$ cat config.mk
export PLATFORM = sky130hd
export DESIGN_NAME = mux2_stream_arbiter
export DESIGN_NICKNAME = d
export VERILOG_FILES = /design/src/rtl/mux2_stream_arbiter.sv
export SDC_FILE = /design/constraint.sdc
export NUM_CORES = 1
export LEC_CHECK = 0
export CAP_MARGIN = 20
export CORE_MARGIN = 5
export CORE_UTILIZATION = 30
export CTS_BUF_LIST = sky130_fd_sc_hd__clkbuf_8
export CTS_CLUSTER_SIZE = 24
export DETAILED_ROUTE_END_ITERATION = 10
export GPL_ROUTABILITY_DRIVEN = 0
export HOLD_SLACK_MARGIN = 0.1
export PLACE_DENSITY = 0.65
export SYNTH_ARGS = -nofsm -noshare
export SYNTH_HDL_FRONTEND = slang
export SYNTH_SLANG_ARGS = --single-unit
$ cat constraint.sdc
create_clock -name Clock -period 2.62 [get_ports Clock]
set_input_delay 0.262 -clock Clock [delete_from_list [all_inputs] [get_ports Clock]]
set_output_delay 0.262 -clock Clock [all_outputs]
set_load 0.03 [all_outputs]
$ cat src/rtl/mux2_stream_arbiter.sv
// mux2_stream_arbiter: round-robin, burst-hold arbiter that shares one 2:1 mux
// between two valid/ready requesters and feeds a single-entry registered output stage.
//   Clock, Reset (async, active-high)
//   DataA/ValidA/ReadyA, DataB/ValidB/ReadyB : requester handshakes
//   Select                                   : mux select / current grant (0=A, 1=B)
//   DataOutput/ValidOutput/ReadyOutput       : registered output handshake
//   Define ARB_FIXED_PRIORITY_EN to make A win every both-valid arbitration.
module mux2_stream_arbiter #(
   parameter int DATA_WIDTH = 32,
   parameter int BURST_LEN  = 4
) (
   input  logic                  Clock,
   input  logic                  Reset,
   input  logic [DATA_WIDTH-1:0] DataA,
   input  logic                  ValidA,
   output logic                  ReadyA,
   input  logic [DATA_WIDTH-1:0] DataB,
   input  logic                  ValidB,
   output logic                  ReadyB,
   output logic                  Select,
   output logic [DATA_WIDTH-1:0] DataOutput,
   output logic                  ValidOutput,
   input  logic                  ReadyOutput
);
   localparam int CW = $clog2(BURST_LEN + 1);
   typedef enum logic [1:0] {IDLE, OWN_A, OWN_B} state_t;
   state_t state, stateNext;
   logic [CW-1:0] burstCnt, burstCntNext;
   logic [DATA_WIDTH-1:0] dataNext;
   logic lastOwner, lastOwnerNext;
   logic selectHold, validNext;
   logic holdA, holdB, grantHold, grantSel, bothSel, anyValid, canLoad, transfer;
`ifdef ARB_FIXED_PRIORITY_EN
   assign bothSel = 1'b0;
`else
   // lastOwner is 1 for B, so the other requester is simply its complement
   assign bothSel = ~lastOwner;
`endif
   always_comb begin
      holdA = (state == OWN_A) && ValidA && (burstCnt < CW'(BURST_LEN));
      holdB = (state == OWN_B) && ValidB && (burstCnt < CW'(BURST_LEN));
      grantHold = holdA | holdB;
      grantSel = holdA ? 1'b0 : holdB ? 1'b1 : (ValidA & ValidB) ? bothSel : ValidB;
      anyValid = ValidA | ValidB;
      canLoad = !ValidOutput | ReadyOutput;
      // the granted requester is always valid, so any grant with room is a transfer
      transfer = canLoad & anyValid & !Reset;
      Select = Reset ? 1'b0 : anyValid ? grantSel : selectHold;
      ReadyA = transfer & !grantSel;
      ReadyB = transfer & grantSel;
      // an idle cycle with room means no one is valid, so ownership lapses
      stateNext = transfer ? (grantSel ? OWN_B : OWN_A) : canLoad ? IDLE : state;
      // a re-grant after burst expiry comes through arbitration and restarts at 1
      burstCntNext = transfer ? (grantHold ? burstCnt + CW'(1) : CW'(1)) : canLoad ? '0 : burstCnt;
      lastOwnerNext = transfer ? grantSel : lastOwner;
      validNext = transfer | (ValidOutput & !ReadyOutput);
      dataNext = transfer ? (grantSel ? DataB : DataA) : DataOutput;
   end
   always_ff @(posedge Clock or posedge Reset) begin
      if (Reset) begin
         state <= IDLE;
         burstCnt <= '0;
         lastOwner <= 1'b1;
         selectHold <= 1'b0;
         ValidOutput <= 1'b0;
         DataOutput <= '0;
      end else begin
         state <= stateNext;
         burstCnt <= burstCntNext;
         lastOwner <= lastOwnerNext;
         selectHold <= Select;
         ValidOutput <= validNext;
         DataOutput <= dataNext;
      end
   end
endmodule

Yosys cells after proc, flatten, opt, wreduce, memory -nomap -nowiden
Cells that the tools add are included.
{ "word_totals": {"wordCells": 42, "reg_bits": 40, "output_inout_bits": 36} }
{ "op_classes": {"reduce_logical": 9, "n_bitwise": 11, "n_addsub": 1, "n_lt_le_gt_ge": 1, "n_eq_ne": 2, "n_mux": 12} }
{ "op_table": {"columns": ["operator", "n"], "rows": [
  ["32-bit 2-to-1 mux", 1],
  ["3-bit 2-to-1 mux", 3],
  ["1-bit AND", 6],
  ["2-bit 2-to-1 mux", 3],
  ["1-bit 2-to-1 mux", 5],
  ["1-bit logical AND", 4],
  ["1-bit logical NOT", 4],
  ["1-bit OR", 4],
  ["3-bit by 1-bit adder with 3-bit output, second input constant", 1],
  ["3-bit less-than comparator, second input constant", 1],
  ["2-bit by 1-bit == test with 1-bit output, second input constant", 1],
  ["2-bit == test, second input constant", 1],
  ["2-bit nonzero test", 1],
  ["1-bit NOT", 1]
]} }

Logic depth before layout (Yosys ltp)
{ "logic_depth": {"word_depth": 7, "mapped_depth": 7, "ltp_nobuf": 4} }

Worst setup path after synthesis
OpenSTA, ideal clock, no wires.
{ "synth_timing": {"path_type": "reg-to-output", "startpoint": "register ValidOutput", "endpoint": "output ReadyB", "path_stages_with_launch": 6, "path_slack_ns": 0.621, "arrival_time_ns": 1.737, "n_path_buf": 2, "path_cell_list": "dfrtp_1 -> nor2b_4 -> buf_6 -> or3_1 -> buf_6 -> nor2_1"} }
{ "synth_between": {"elab_chain_cells": 5} }
{ "synth_rtl": {"columns": ["item", "line_no", "source"], "rows": [
  ["start: declaration", "22", "output logic ValidOutput,"],
  ["start signal: assignment", "72", "ValidOutput <= validNext;"],
  ["1-bit logical NOT", "45", "canLoad = !ValidOutput | ReadyOutput;"],
  ["1-bit OR", "45", null],
  ["1-bit AND (2 in series)", "47", "transfer = canLoad & anyValid & !Reset;"],
  ["1-bit AND", "50", "ReadyB = transfer & grantSel;"],
  ["end: declaration", "19", "output logic ReadyB,"]
]} }
No other way between the ends.

Worst setup path in the final report
{ "layout_timing": {"startpoint": "input ReadyOutput", "endpoint": "output ReadyA"} }
{ "layout_between": {"elab_chain_cells": 4} }
{ "layout_rtl": {"columns": ["item", "line_no", "source"], "rows": [
  ["start: declaration", "23", "input logic ReadyOutput"],
  ["1-bit OR", "45", null],
  ["1-bit AND (2 in series)", "47", null],
  ["1-bit AND", "49", "ReadyA = transfer & !grantSel;"],
  ["end: declaration", "16", "output logic ReadyA,"]
]} }
No other way between the ends.

==> summary.md <==
| Metric | Value |
|---|---|
| Initial antenna violation count | 0 |
| Clk root buf | clkbuf_8 |
| CTS tree | built |
| Class of the worst hold path | input port to register |
| Max-cap violations | 0 |
| Req. time, crit path | 2360 ps |
| Slew Limit Fails | 0 |
| Routed Antenna Nets | 0 |
| Port Buffers | between 100 and 150 |
| Starting Density | 31.3% |
| FILL cells | 580 |
| Met1 Track Usage GR | between 10% and 20% |
| Via-to-Cell Ratio | 4.85 |
| Met3 Use GR | just over 4% |
| Routed len/inst | approximately 15 um |
| TritonCTS Buffers | 5 |
| VDD IR-drop max | 0.266 mV |
| Row cnt | 28 |
| Initial DRC Count | between 80 and 90 |
| Final net count | 387 |
| Clk pin slew, worst setup/hold paths | around 80 ps |
| Share of layout cells above drive strength 1 | under 10% |
| H-Tree Depth | 2 |
| DR pass1 iterations | 4 |
| Number of global-route vias before repair | ~2000 |
| Rel. slew slack | around two fifths |
| Outcome | completed |
| Ys Warns | 0 |
| CTS sink cnt | 40 |
| Hold-fix buffer count after cts | 0 |
| Clk_lat worst skew | roughly 290 ps |
| Global-route wire length before repair | between 9000 and 10000 um |
| Post-synth net total | around 280 |
| Tcrit/Tclk final | around 90% |
| Crit start category | input port |
| Top-Level Pins | between 100 and 150 |
| Gr ovfl total | 0 |
| # diodes | 0 |
| Endpoints failing hold | 0 |
| P_leak | 1.32 nW |
| Dpl hpwl | around 4300 um |
| Worst-path maximum fanout | 8 |
| Setup Viol. Count Final | 0 |
| Ys async rst share | 100% |
| Total Power | 0.00196 W |
| DRC | 0 |
| Clock Tree Buf Depth | 2 |
| Cts repair resizes | 0 |
| Setup CP Type | input port to output port |
| EDFF count, synth | 0 |
| Max Clock Freq | 0.413 GHz |
| Post-CTS setup buffers | 0 |
| Cell Area, Synth | roughly 1900 um2 |
| Crit path DAT | roughly 2200 ps |
| Full die area | between 7000 and 8000 um2 |
| Hold_sp | DataA[16] |
| Vias post-DR | ~1900 |
| Met2 usage | between 20% and 30% |
| Mapped Cells | around 210 |
| Setup TNS | 0 ps |
| Seq/Total Area, Yosys | between 50% and 60% |
| Cell variety after synth | 21 |
| Final Skew | about 8.6 ps |
| CP endpoint kind | output port |
| Crit path time final | approximately 2400 ps |
| P&R area growth vs syn | 64.9% |
| DIE HEIGHT | approximately 90 um |
| Worst slew pin tran | slightly below 900 ps |
| PwrDens | about 640 nW/um2 |
| Die Wd | between 80 and 90 um |
| Largest net degree at the start of global routing | 33 |
| GR peak layer | met2 |
| Crit path from | ReadyOutput |
| Aggregate global-route resource usage | between 10% and 20% |
| Reg2reg start | lastOwner |
| Avg Cell Area, Syn | 8.97 um2 |
| Final WL | 5840 um |
| Core ar. | ~6000 um2 |
| Top FF cell, synth | dfrtp_1 |
| Flops & latches, synth | 40 |
| RSZ-0062 raised after global routing | no |
## final cells by class
class	count	area, um2	share of cell area [%]
Inverter	1	3.75	0.121
Timing Repair Buffer	115	1140	36.8
Tap cell	75	93.8	3.04
Multi-Input combinational cell	154	773	25.0
Clock inverter	3	12.5	0.405
Clock buffer	5	68.8	2.23
Sequential cell	40	1000	32.4
## synth_stat cells (2+ instances only)
cell / n / share of area [%]
buf_6: 5 / 3.0
nand3b_1: 2 / 0.80
a21oi_1: 64 / 17
buf_2: 9 / 2.4
nor2_1: 35 / 7.0
a21o_1: 4 / 1.6
a32o_1: 2 / 1.1
dfrtp_1: 39 / 52
nand2_1: 35 / 7.0
a21oi_2: 3 / 1.4
## state kept, by name (all words and copies together) (netlist names)
name,count
ValidOutput,1
lastOwner,1
state,2
burstCnt,3
DataOutput,32
selectHold,1
## stage by stage
stage	instance area (um2)	instances	util (%)	setup WS (ps)	hold WS, ps
global placement	3010	385	50.2	217	486
finish	3090	393	51.6	200	506
floorplan	1870	209	-	621	362
global route	3090	393	51.6	125	513
detailed placement	3010	385	50.2	181	497
CTS	3090	393	51.6	184	501
## worst paths after layout
path	endpoint	slack, ps	depth (start not counted)
max in group asynchronous	DataOutput[28]	1550	4
setup reg to reg	DataOutput[8]	960	5
hold reg to reg	burstCnt[1]	510	1
hold / removal	DataOutput[16]	510	3
setup / recovery	ReadyA	200	5
min in group asynchronous	selectHold	540	3
## kinds of logic after synthesis
kind of cell / synth area share, %
flip-flops: 53.5
buffers and inverters: 5.61
AND/OR/NAND/NOR: 16.8
AO/OA/AOI/OAI: 23.5
adder cells (fa/ha/maj): 0.667
## cell usage in the layout (no fill, tap or decap), types with 2 or more instances in the layout
master | synthesis | routed
clkdlybuf4s50_1 | 0 | 104
a21oi_1 | 64 | 64
dfrtp_1 | 39 | 39
nor2_1 | 35 | 35
nand2_1 | 35 | 35
buf_4 | 0 | 10
clkbuf_8 | 0 | 5
a21o_1 | 4 | 4
a21oi_2 | 3 | 3
nand3b_1 | 2 | 2
a32o_1 | 2 | 2
inv_1 | 1 | 2
## power by group
group	leakage, nW	switching (W)	internal (W)
logic	0.810	0.000435	0.000362
clock network	0.0505	0.000202	0.000179
registers	0.460	0.0000582	0.000727
## routing by layer
| layer | share of wire [%] | vias to the layer above |
|---|---|---|
| met5 | 0 | - |
| met4 | 0.70 | 0 |
| met3 | 9.7 | 4 |
| met2 | 48 | 72 |
| met1 | 41 | 907 |
| li1 | - | 922 |
## worst max-delay path, stage by stage
cell and delay, ps:
clkdlybuf4s50_1 500, nor2b_4 80, or3_1 420, nor2_1 190, clkdlybuf4s50_1 700
No activity file was read; power rests on OpenSTA's default activity.
